===== config.mk =====
export PLATFORM = sky130hd
export DESIGN_NAME = sdram_master_arbiter_flat
export DESIGN_NICKNAME = d
export VERILOG_FILES = /design/src/rtl/sdram_master_arbiter_pkg.sv /design/src/rtl/sdram_master_arbiter_if.sv /design/src/rtl/sdram_master_arbiter_rr_priority_picker.sv /design/src/rtl/sdram_master_arbiter.sv /design/src/flat_wrapper.sv
export SDC_FILE = /design/constraint.sdc
export NUM_CORES = 1
export LEC_CHECK = 0
export ABC_CLOCK_PERIOD_IN_PS = 2000
export CORE_AREA = 2 2 156 158
export CTS_CLUSTER_SIZE = 16
export DETAILED_ROUTE_END_ITERATION = 6
export DIE_AREA = 0 0 158 160
export PLACE_DENSITY_LB_ADDON = 0.08
export SLEW_MARGIN = 10
export SYNTH_ARGS = -nofsm -noshare
export SYNTH_HDL_FRONTEND = slang
export SYNTH_HIERARCHICAL = 1
export SYNTH_SLANG_ARGS = --single-unit

===== constraint.sdc =====
create_clock -name clk -period 2 [get_ports clk]
set_input_delay 0.3 -clock clk [delete_from_list [all_inputs] [get_ports clk]]
set_output_delay 0.3 -clock clk [all_outputs]
set_load 0.03 [all_outputs]

===== src/rtl/sdram_master_arbiter_pkg.sv =====
// Shared definitions for the SDRAM master arbiter and the move-generator
// engines that sit on its request side.
//   - BUS_NUM_REQ / BUS_AW / BUS_DW : default engine count and bus widths
//   - arb_state_t                   : arbiter FSM state encoding
package sdram_master_arbiter_pkg;

    localparam int BUS_NUM_REQ = 4;
    localparam int BUS_AW      = 32;
    localparam int BUS_DW      = 32;

    typedef enum logic [1:0] {
        IDLE     = 2'd0,
        GRANT_RD = 2'd1,
        RD_DATA  = 2'd2,
        GRANT_WR = 2'd3
    } arb_state_t;

endpackage


===== src/rtl/sdram_master_arbiter_if.sv =====
// Bundle of the engine-side (req_*) and SDRAM-side (master_*) Avalon-MM
// signals around the arbiter.
//   modport master : the arbiter's view (receives engine strobes, drives the
//                    SDRAM port and the per-engine stall/read-data returns)
//   modport slave  : the environment's view (engines plus SDRAM interconnect)
// Engine i occupies req_address[i*AW +: AW] and req_writedata[i*DW +: DW].
interface sdram_master_arbiter_if
    import sdram_master_arbiter_pkg::*;
#(
    parameter int NUM_REQ = BUS_NUM_REQ,
    parameter int AW      = BUS_AW,
    parameter int DW      = BUS_DW
) ();

    logic [NUM_REQ-1:0]    req_read;
    logic [NUM_REQ-1:0]    req_write;
    logic [NUM_REQ*AW-1:0] req_address;
    logic [NUM_REQ*DW-1:0] req_writedata;
    logic [NUM_REQ-1:0]    req_waitrequest;
    logic [DW-1:0]         req_readdata;
    logic [NUM_REQ-1:0]    req_readdatavalid;

    logic                  master_waitrequest;
    logic [AW-1:0]         master_address;
    logic                  master_read;
    logic                  master_write;
    logic [DW-1:0]         master_writedata;
    logic [DW-1:0]         master_readdata;
    logic                  master_readdatavalid;

    modport master (
        input  req_read, req_write, req_address, req_writedata,
        input  master_waitrequest, master_readdata, master_readdatavalid,
        output req_waitrequest, req_readdata, req_readdatavalid,
        output master_address, master_read, master_write, master_writedata
    );

    modport slave (
        output req_read, req_write, req_address, req_writedata,
        output master_waitrequest, master_readdata, master_readdatavalid,
        input  req_waitrequest, req_readdata, req_readdatavalid,
        input  master_address, master_read, master_write, master_writedata
    );

endinterface


===== src/rtl/sdram_master_arbiter_rr_priority_picker.sv =====
// Combinational round-robin picker.
//   pending : one bit per requester
//   rr_ptr  : index where the search starts
//   found   : at least one pending bit is set
//   index   : first pending requester at or after rr_ptr, wrapping
//             NUM_REQ-1 -> 0
module rr_priority_picker #(
    parameter  int NUM_REQ = 4,
    localparam int IW      = $clog2(NUM_REQ)
) (
    input  logic [NUM_REQ-1:0] pending,
    input  logic [IW-1:0]      rr_ptr,
    output logic               found,
    output logic [IW-1:0]      index
);

    localparam logic [IW:0] NUM_W = (IW+1)'(NUM_REQ);

    // cand[k] is the requester examined at search offset k from rr_ptr.
    logic [IW-1:0]      cand [NUM_REQ];
    logic [NUM_REQ-1:0] hit;

    genvar gi;
    generate
        for (gi = 0; gi < NUM_REQ; gi++) begin : g_cand
            logic [IW:0] sum;
            // rr_ptr < NUM_REQ, so one conditional subtract is a full modulo.
            assign sum      = {1'b0, rr_ptr} + (IW+1)'(gi);
            assign cand[gi] = (sum >= NUM_W) ? IW'(sum - NUM_W) : sum[IW-1:0];
            assign hit[gi]  = pending[cand[gi]];
        end
    endgenerate

    // Walk from the far end so the smallest offset wins.
    always_comb begin
        found = 1'b0;
        index = '0;
        for (int k = NUM_REQ - 1; k >= 0; k--) begin
            if (hit[k]) begin
                found = 1'b1;
                index = cand[k];
            end
        end
    end

endmodule


===== src/rtl/sdram_master_arbiter.sv =====
// Shares one Avalon-MM SDRAM master port among NUM_REQ engine masters.
// Round-robin grant, one transaction outstanding system-wide.
//   clk, rst_n : clock and synchronous active-low reset
//   bus        : engine-side req_* signals and SDRAM-side master_* signals
// The granted engine's address/writedata pass straight through while in a
// GRANT state; elsewhere the SDRAM port holds the last forwarded value.
module sdram_master_arbiter
    import sdram_master_arbiter_pkg::*;
#(
    parameter int NUM_REQ = BUS_NUM_REQ,
    parameter int AW      = BUS_AW,
    parameter int DW      = BUS_DW
) (
    input  logic                   clk,
    input  logic                   rst_n,
    sdram_master_arbiter_if.master bus
);

    localparam int            IW       = $clog2(NUM_REQ);
    localparam logic [IW-1:0] LAST_IDX = IW'(NUM_REQ - 1);

    arb_state_t         state_reg, state_next;
    logic [IW-1:0]      owner_reg, owner_next;
    logic [IW-1:0]      rr_ptr_reg, rr_ptr_next;
    logic [AW-1:0]      addr_hold_reg;
    logic [DW-1:0]      wdata_hold_reg;

    logic [NUM_REQ-1:0] pending;
    logic               pick_found;
    logic [IW-1:0]      pick_index;
    logic [IW-1:0]      owner_plus_one;
    logic               granted;

    logic [AW-1:0]      addr_arr  [NUM_REQ];
    logic [DW-1:0]      wdata_arr [NUM_REQ];

    genvar gi;
    generate
        for (gi = 0; gi < NUM_REQ; gi++) begin : g_req
            assign addr_arr[gi]  = bus.req_address[gi*AW +: AW];
            assign wdata_arr[gi] = bus.req_writedata[gi*DW +: DW];
            // Stall lifts only in the cycle the SDRAM accepts the owner's strobe.
            assign bus.req_waitrequest[gi] =
                ~(granted && (owner_reg == IW'(gi)) && ~bus.master_waitrequest);
            // SDRAM read data is forwarded only while a read is outstanding.
            assign bus.req_readdatavalid[gi] =
                (state_reg == RD_DATA) && bus.master_readdatavalid &&
                (owner_reg == IW'(gi));
        end
    endgenerate

    assign pending            = bus.req_read | bus.req_write;
    assign granted            = (state_reg == GRANT_RD) || (state_reg == GRANT_WR);
    assign owner_plus_one     = (owner_reg == LAST_IDX) ? '0 : owner_reg + 1'b1;
    assign bus.req_readdata   = bus.master_readdata;

    rr_priority_picker #(
        .NUM_REQ (NUM_REQ)
    ) u_picker (
        .pending (pending),
        .rr_ptr  (rr_ptr_reg),
        .found   (pick_found),
        .index   (pick_index)
    );

    always_ff @(posedge clk) begin
        if (!rst_n) begin
            state_reg      <= IDLE;
            owner_reg      <= '0;
            rr_ptr_reg     <= '0;
            addr_hold_reg  <= '0;
            wdata_hold_reg <= '0;
        end else begin
            state_reg  <= state_next;
            owner_reg  <= owner_next;
            rr_ptr_reg <= rr_ptr_next;
            if (granted) begin
                addr_hold_reg  <= addr_arr[owner_reg];
                wdata_hold_reg <= wdata_arr[owner_reg];
            end
        end
    end

    always_comb begin
        state_next           = state_reg;
        owner_next           = owner_reg;
        rr_ptr_next          = rr_ptr_reg;
        bus.master_read      = 1'b0;
        bus.master_write     = 1'b0;
        bus.master_address   = addr_hold_reg;
        bus.master_writedata = wdata_hold_reg;

        case (state_reg)
            IDLE: begin
                if (pick_found) begin
                    owner_next = pick_index;
                    state_next = bus.req_read[pick_index] ? GRANT_RD : GRANT_WR;
                end
            end
            GRANT_RD: begin
                bus.master_read      = 1'b1;
                bus.master_address   = addr_arr[owner_reg];
                bus.master_writedata = wdata_arr[owner_reg];
                // The strobe was on the bus this cycle, so acceptance wins
                // over a simultaneous withdrawal.
                if (!bus.master_waitrequest) begin
                    state_next = RD_DATA;
                end else if (!bus.req_read[owner_reg]) begin
                    state_next = IDLE;
                end
            end
            RD_DATA: begin
                if (bus.master_readdatavalid) begin
                    state_next  = IDLE;
                    rr_ptr_next = owner_plus_one;
                end
            end
            GRANT_WR: begin
                bus.master_write     = 1'b1;
                bus.master_address   = addr_arr[owner_reg];
                bus.master_writedata = wdata_arr[owner_reg];
                if (!bus.master_waitrequest) begin
                    state_next  = IDLE;
                    rr_ptr_next = owner_plus_one;
                end else if (!bus.req_write[owner_reg]) begin
                    state_next = IDLE;
                end
            end
            default: begin
                state_next = IDLE;
            end
        endcase
    end

endmodule


===== src/flat_wrapper.sv =====
// flat-port wrapper written by rule: the top's interface ports become plain ports
module sdram_master_arbiter_flat import sdram_master_arbiter_pkg::*;
#(
    parameter int NUM_REQ = BUS_NUM_REQ,
    parameter int AW      = BUS_AW,
    parameter int DW      = BUS_DW
)
  (clk, rst_n, bus_req_read, bus_req_write, bus_req_address, bus_req_writedata, bus_master_waitrequest, bus_master_readdata, bus_master_readdatavalid, bus_req_waitrequest, bus_req_readdata, bus_req_readdatavalid, bus_master_address, bus_master_read, bus_master_write, bus_master_writedata);
  sdram_master_arbiter_if #(.NUM_REQ(NUM_REQ), .AW(AW), .DW(DW)) bus_i ();
  input  logic clk;
  input  logic rst_n;
  input wire logic [$bits(bus_i.req_read)-1:0] bus_req_read;
  input wire logic [$bits(bus_i.req_write)-1:0] bus_req_write;
  input wire logic [$bits(bus_i.req_address)-1:0] bus_req_address;
  input wire logic [$bits(bus_i.req_writedata)-1:0] bus_req_writedata;
  input wire logic [$bits(bus_i.master_waitrequest)-1:0] bus_master_waitrequest;
  input wire logic [$bits(bus_i.master_readdata)-1:0] bus_master_readdata;
  input wire logic [$bits(bus_i.master_readdatavalid)-1:0] bus_master_readdatavalid;
  output wire logic [$bits(bus_i.req_waitrequest)-1:0] bus_req_waitrequest;
  output wire logic [$bits(bus_i.req_readdata)-1:0] bus_req_readdata;
  output wire logic [$bits(bus_i.req_readdatavalid)-1:0] bus_req_readdatavalid;
  output wire logic [$bits(bus_i.master_address)-1:0] bus_master_address;
  output wire logic [$bits(bus_i.master_read)-1:0] bus_master_read;
  output wire logic [$bits(bus_i.master_write)-1:0] bus_master_write;
  output wire logic [$bits(bus_i.master_writedata)-1:0] bus_master_writedata;
  assign bus_i.req_read = bus_req_read;
  assign bus_i.req_write = bus_req_write;
  assign bus_i.req_address = bus_req_address;
  assign bus_i.req_writedata = bus_req_writedata;
  assign bus_i.master_waitrequest = bus_master_waitrequest;
  assign bus_i.master_readdata = bus_master_readdata;
  assign bus_i.master_readdatavalid = bus_master_readdatavalid;
  assign bus_req_waitrequest = bus_i.req_waitrequest;
  assign bus_req_readdata = bus_i.req_readdata;
  assign bus_req_readdatavalid = bus_i.req_readdatavalid;
  assign bus_master_address = bus_i.master_address;
  assign bus_master_read = bus_i.master_read;
  assign bus_master_write = bus_i.master_write;
  assign bus_master_writedata = bus_i.master_writedata;
  sdram_master_arbiter #(.NUM_REQ(NUM_REQ), .AW(AW), .DW(DW)) u_core (.clk(clk), .rst_n(rst_n), .bus(bus_i));
endmodule

### After elaboration in Yosys (flattened, before gate mapping)

Cells that the tools add are included.

* bits in registers: 70
* bits of input ports: 300
* output and inout port bits: 106

* add/sub/neg operators: 8
* $lt $le $gt $ge: 11
* eq/ne operators: 11
* muxes and demuxes: 48
* bitwise operators: 7
* reduce and logical (&&, ||, !) cells: 21

Operators by type and width (count)
* 2-to-1 mux 32 bit: 6
* binary-select mux 32 bit (select 2 bit): 2
* 2-to-1 mux 2 bit: 18
* < comparator 2 x 3 -> 1 bit, second input constant: 6
* binary-select mux 1 bit (select 2 bit): 7
* logical AND 1 bit: 13
* 2-to-1 mux 1 bit: 13
* greater-or-equal comparator 3 bit, second input constant: 4
* == test 2 bit, second input constant: 4
* one-hot mux 2 bit (4 select lines): 1
* subtractor 2 x 1 -> 2 bit, second input constant: 4
* adder 2 x 2 -> 3 bit, second input constant: 2
* inequality test 3 bit, second input constant: 2
* inverter 1 bit: 5
* == test 2 x 1 -> 1 bit, second input constant: 2
* zero test 2 bit: 2
* inequality test 2 bit, second input constant: 2
* OR 4 bit: 1
* one-hot mux 2 bit (2 select lines): 1
* AND reduction 4 bit: 1
* adder 2 x 1 -> 3 bit, second input constant: 1
* greater-or-equal comparator 2 x 3 -> 1 bit, second input constant: 1
* inverter 2 -> 3 bit: 1
* AND reduction 3 bit: 1
* 6 further kinds: 6

### Logic depth before layout (Yosys ltp)

Gate-level depths: netlist (run 1).

* word-level depth: 14
* mapped depth: 8
* mapped depth without buffers: 8

### Hierarchy

Netlist (run 1), hierarchy kept.

By module, submodules not included
* sdram_master_arbiter: times used 1, cells an instance 376, area an instance 4813.4 um^2
* rr_priority_picker: times used 1, cells an instance 13, area an instance 77.6 um^2

### Worst setup path before layout (run 1)

No wires, ideal clock.

* kind: input to register
* from: input port bus_req_read[3]
* to: register u_core.state_reg[1]
* library setup time: 119 ps
* data arrival time: 1852 ps
* slack: 29 ps
* stages on the path: 8
* path buffers: 0
* path through: or2_2 -> nand2b_1 -> a211oi_1 -> nor2_1 -> mux2i_1 -> or3_1 -> o2111a_1 -> o221a_2

* word-level cells in the longest chain between the ends: 12
* elaborated cells on any way between the ends: 27
* classes of those cells: eq/ne (2); mux (23); bitwise (1); reduce/logical (1)

Ends and longest elaborated chain
* from (decl): line flat_wrapper.sv:12 `input wire logic [$bits(bus_i.req_read)-1:0] bus_req_read;`
* OR 4 bit *: line sdram_master_arbiter.sv:52 `assign pending = bus.req_read | bus.req_write;`
* binary-select mux 1 bit (select 2 bit): line sdram_master_arbiter_rr_priority_picker.sv:30 `assign hit[gi] = pending[cand[gi]];`
* 2-to-1 mux 1 bit (implied by the code): line sdram_master_arbiter_rr_priority_picker.sv:30
* 2-to-1 mux 2 bit (3 in series): line sdram_master_arbiter_rr_priority_picker.sv:39 `if (hit[k]) begin`
* 2-to-1 mux 2 bit *: line sdram_master_arbiter_rr_priority_picker.sv:39
* net u_core.pick_index[1]: line sdram_master_arbiter.sv:30 `logic [IW-1:0] pick_index;`
* binary-select mux 1 bit (select 2 bit) *: line sdram_master_arbiter.sv:97 `state_next = bus.req_read[pick_index] ? GRANT_RD : GRANT_WR;`
* 2-to-1 mux 1 bit (implied by the code) *: line sdram_master_arbiter.sv:97
* 2-to-1 mux 2 bit *: line sdram_master_arbiter.sv:97
* 2-to-1 mux 2 bit *: line sdram_master_arbiter.sv:95 `if (pick_found) begin`
* one-hot mux 2 bit (4 select lines) *: line sdram_master_arbiter.sv:93 `case (state_reg)`
* to (signal assigned): line sdram_master_arbiter.sv:74 `state_reg <= state_next;`
* to (decl): line sdram_master_arbiter.sv:22 `arb_state_t state_reg, state_next;`

Mark *: on every way through the listed nets, which the timed path passes. The rest lies on a longest branch. The select of a mux whose other input is x is not followed.
A chain may end at the register's enable or synchronous reset.

### Worst setup path after layout (run 1)

* from: register u_core.owner_reg[0]
* to: output port bus_master_writedata[19]

* word-level cells in the longest chain between the ends: 5

Ends and longest elaborated chain
* from (decl): line sdram_master_arbiter.sv:23 `logic [IW-1:0] owner_reg, owner_next;`
* from (signal assigned): line sdram_master_arbiter.sv:75 `owner_reg <= owner_next;`
* inverter 2 -> 3 bit (implied by the code): line sdram_master_arbiter.sv:103, sdram_master_arbiter.sv:121
* binary-select mux 32 bit (select 2 bit): line sdram_master_arbiter.sv:103, sdram_master_arbiter.sv:121
* 2-to-1 mux 32 bit (implied by the code) (2 in series): line sdram_master_arbiter.sv:103, sdram_master_arbiter.sv:121
* 2-to-1 mux 32 bit
* to (decl): line flat_wrapper.sv:25 `output wire logic [$bits(bus_i.master_writedata)-1:0] bus_master_writedata;`

Every way passes these cells. The select of a mux whose other input is x is not followed.

==> summary.txt, run 1 <==
Pwr
  – Power Total: roughly 10000 uW
  – P_leak: about 0.0038 uW
  – Worst VDD drop: 0.000407 V
  – Pwr dens: 1080 nW/um^2

Routing
  – WL final: ~19000 um
  – Initial DRC count: ~130
  – WL/cell: between 15 and 20 um
  – Vias after detailed routing: between 4000 and 5000
  – Router iterations before antenna repair: 4
  – ANT nets after route: 0
  – Vias per inst: between 4 and 5
  – Drt drc: 0

Yosys
  – Synth Area in Compound Gates: about 1.9%
  – Post-synth EDFFs: 0
  – Cell area after synthesis: slightly below 5000 sq um
  – Post-Syn Instances: 389
  – Adder-cell share of the synthesized area: under 10%
  – XOR/XNOR Fraction of Synth Area: 0%
  – Dominant synthesized flop cell: dfxtp_1
  – Synthesis Warnings: 6
  – Post-synthesis sequential area ratio: 28.7%
  – Mux contribution to synthesized area: 47.3%
  – Syn_nets: just under 700
  – Simple-Gate Fraction of Synth Area: around an eighth
  – Async SR Flop Fraction: 0%
  – Avg Inst Size Synth: 12.6 sq um
  – Synth Register Bits: 70
  – Synth unique cells: 31
  – Largest family of logic cells by synthesized area: multiplexers

STA
  – Final Max Slew Viols: 0
  – Final worst slack: -304 ps
  – # setup viols final: 64
  – Post-layout min period: ~2300 ps
  – Clock Skew: 7.82 ps
  – Worst-margin pin slew: 586 ps
  – Max_slew headroom: between 60% and 70%
  – Max Freq: 0.434 GHz
  – Hold Violations, Final: 0
  – TNS Setup: -15690 ps
  – Tcrit/Tclk final: 115%
  – RSZ-0062 raised after global routing: yes

Layout
  – # diodes: 0
  – Share of cells above drive strength 1: about two fifths
  – Commonest non-fill, non-tap cells in the layout: clkdlybuf4s50_1 (262), buf_6 (68), dfxtp_1 (67)
  – Area Overhead vs Synth: 96.5%
  – Final Util: between 40% and 50%
  – Layout net count: approximately 1000
  – Finished Layout Cells: between 1000 and 1500
  – Final instance area: between 9000 and 10000 sq um
  – Most common cell after layout, fill and taps aside: clkdlybuf4s50_1

GRT
  – Overflow after GRT: 0
  – GRT Total Usage: 14.8%
  – Initial antenna violation count: 0
  – First-pass GRT wire length: ~28000 um
  – Largest net degree at the start of global routing: 38
  – Vias in the first global route: approximately 5000

Clocking
  – CTS H-tree depth: 3
  – Reg clk slew, reported paths: 60 ps
  – TritonCTS clock tree: done
  – Num CTS Buffers: 9
  – Clock Sinks: 70
  – # hold bufs at CTS: 0
  – Root Buffer: clkbuf_16
  – Clk buf depth: 2
  – Skew-Pair Late Insertion Delay: between 300 and 400 ps

Setup path
  – Crit Path Class: flip-flop to output pin
  – Crit-path max FO: 8
  – Crit path buf inv count: 4
  – Critical path arrival: 2000 ps
  – Crit path max-delay family: multiplexers
  – CP Launch Type: flip-flop
  – CP Capture Type: output pin
  – CP cell instances: buf_12, buf_6, buf_6, mux4_2, mux2_4, buf_6
  – Max stage delay on crit path: ~480 ps
  – Critical path required time: ~1700 ps
  – Crit-path slowest cell: mux4_2
  – CP most frequent cell: buf_6

Floorplanning
  – Die Span Y: 160 um
  – Full die area: between 20000 and 30000 sq um
  – Core area: between 20000 and 25000 sq um
  – Horiz. Die Dim: between 150 and 200 um
  – Std-Cell Rows: 57
  – Starting Density: around a fifth
  – IO Pins: 406

Place
  – Port Buffers: ~340
  – Cells after DPL: roughly 1000
  – GPL Wtd Cong: roughly 0.75
  – Post-DP HPWL: between 10000 and 15000 um
  – Placed Area: roughly 8600 sq um

Job
  – Max-cap viol count: 0

Run status
  – Failing checks: negative setup slack
  – Status: finished with violations

Hold path
  – Hold Crit Class: input port to flip-flop
## Yosys cell counts, drive strengths merged (2+ instances only)
| library cell | instances | share of area (%) |
|---|---|---|
| inv | 2 | 0.15 |
| mux4 | 66 | 30 |
| nor3b | 2 | 0.31 |
| mux2 | 65 | 16 |
| dfxtp | 70 | 29 |
| buf | 49 | 7.4 |
| nand2b | 2 | 0.26 |
| mux2i | 3 | 0.61 |
| ha | 4 | 1.0 |
| or3 | 2 | 0.26 |
| or2 | 4 | 0.51 |
| nor2b | 7 | 0.90 |
| a21oi | 4 | 0.41 |
| nand2 | 11 | 0.84 |
| and3 | 5 | 0.64 |
| a211oi | 2 | 0.41 |
| nor2 | 6 | 0.46 |
| clkbuf | 14 | 1.1 |
| and2 | 65 | 8.3 |
## per-stage QoR
step / hold slack [ps] / setup slack [ps]
finish: 511 / -304
global placement: 509 / -532
detailed placement: 509 / -521
floorplan: 475 / 29.2
CTS: 523 / -409
global route: 550 / -372
## area by class of cell
type / instances / area (sq um)
Fill cell: 2348 / 14200
Timing Repair Buffer: 404 / 4190
Clock buffer: 11 / 233
Tap cell: 324 / 405
Inverter: 2 / 7.51
Sequential cell: 70 / 1410
Multi-Input combinational cell: 254 / 3300
Clock inverter: 5 / 60.1
## path summary, 6_finish.rpt
check	startpoint	to	slack [ps]	cells after the start
worst min register to register	u_core/rr_ptr_reg[0]	u_core/rr_ptr_reg[0]	560	2
worst min-delay path	rst_n	u_core/state_reg[0]	510	2
worst max register to register	u_core/owner_reg[0]	u_core/addr_hold_reg[21]	150	6
worst max-delay path	u_core/owner_reg[0]	bus_master_writedata[19]	-300	6
## power breakdown
| group | leakage [uW] | switching [uW] | internal, uW | total (uW) |
|---|---|---|---|---|
| clock network | 0.000140 | 636 | 969 | 1600 |
| registers | 0.000575 | 133 | 1750 | 1880 |
| logic | 0.00307 | 3110 | 3760 | 6870 |
| total | 0.00378 | 3870 | 6480 | 10400 |
## logic make-up (layout without fill, tap and decap cells)
kind of cell	Yosys count	count (layout)
AO/OA/AOI/OAI	12	12
adder cells (fa/ha/maj)	4	4
buffers and inverters	65	422
multiplexers	134	134
flip-flops	70	70
AND/OR/NAND/NOR	104	104
## routing by layer
metal	vias to the layer above	GRT usage, %	wire (um)
met5	-	0	0
met1	2175	15.7	7150
met3	31	5.26	1830
met4	0	3.77	276
met2	228	27.5	9880
li1	2119	-	-
## what timing repair did
item	CTS	global route
buffers inserted	18	9
gates cloned	1	0
pin swaps	5	3
endpoints found under the setup margin	68	73
resized for setup	275	16
Power figures use the tool's default switching activity.
==> run 2, diff against run 1 <==
--- a/config.mk
+++ b/config.mk
@@ -10,6 +10,7 @@
 export CTS_CLUSTER_SIZE = 16
 export DETAILED_ROUTE_END_ITERATION = 6
 export DIE_AREA = 0 0 158 160
+export GPL_TIMING_DRIVEN = 1
 export PLACE_DENSITY_LB_ADDON = 0.08
 export SLEW_MARGIN = 10
 export SYNTH_ARGS = -nofsm -noshare
==> results of run 2 <==
Same layout as run 1: the final DEF is identical, and so are final timing and power.
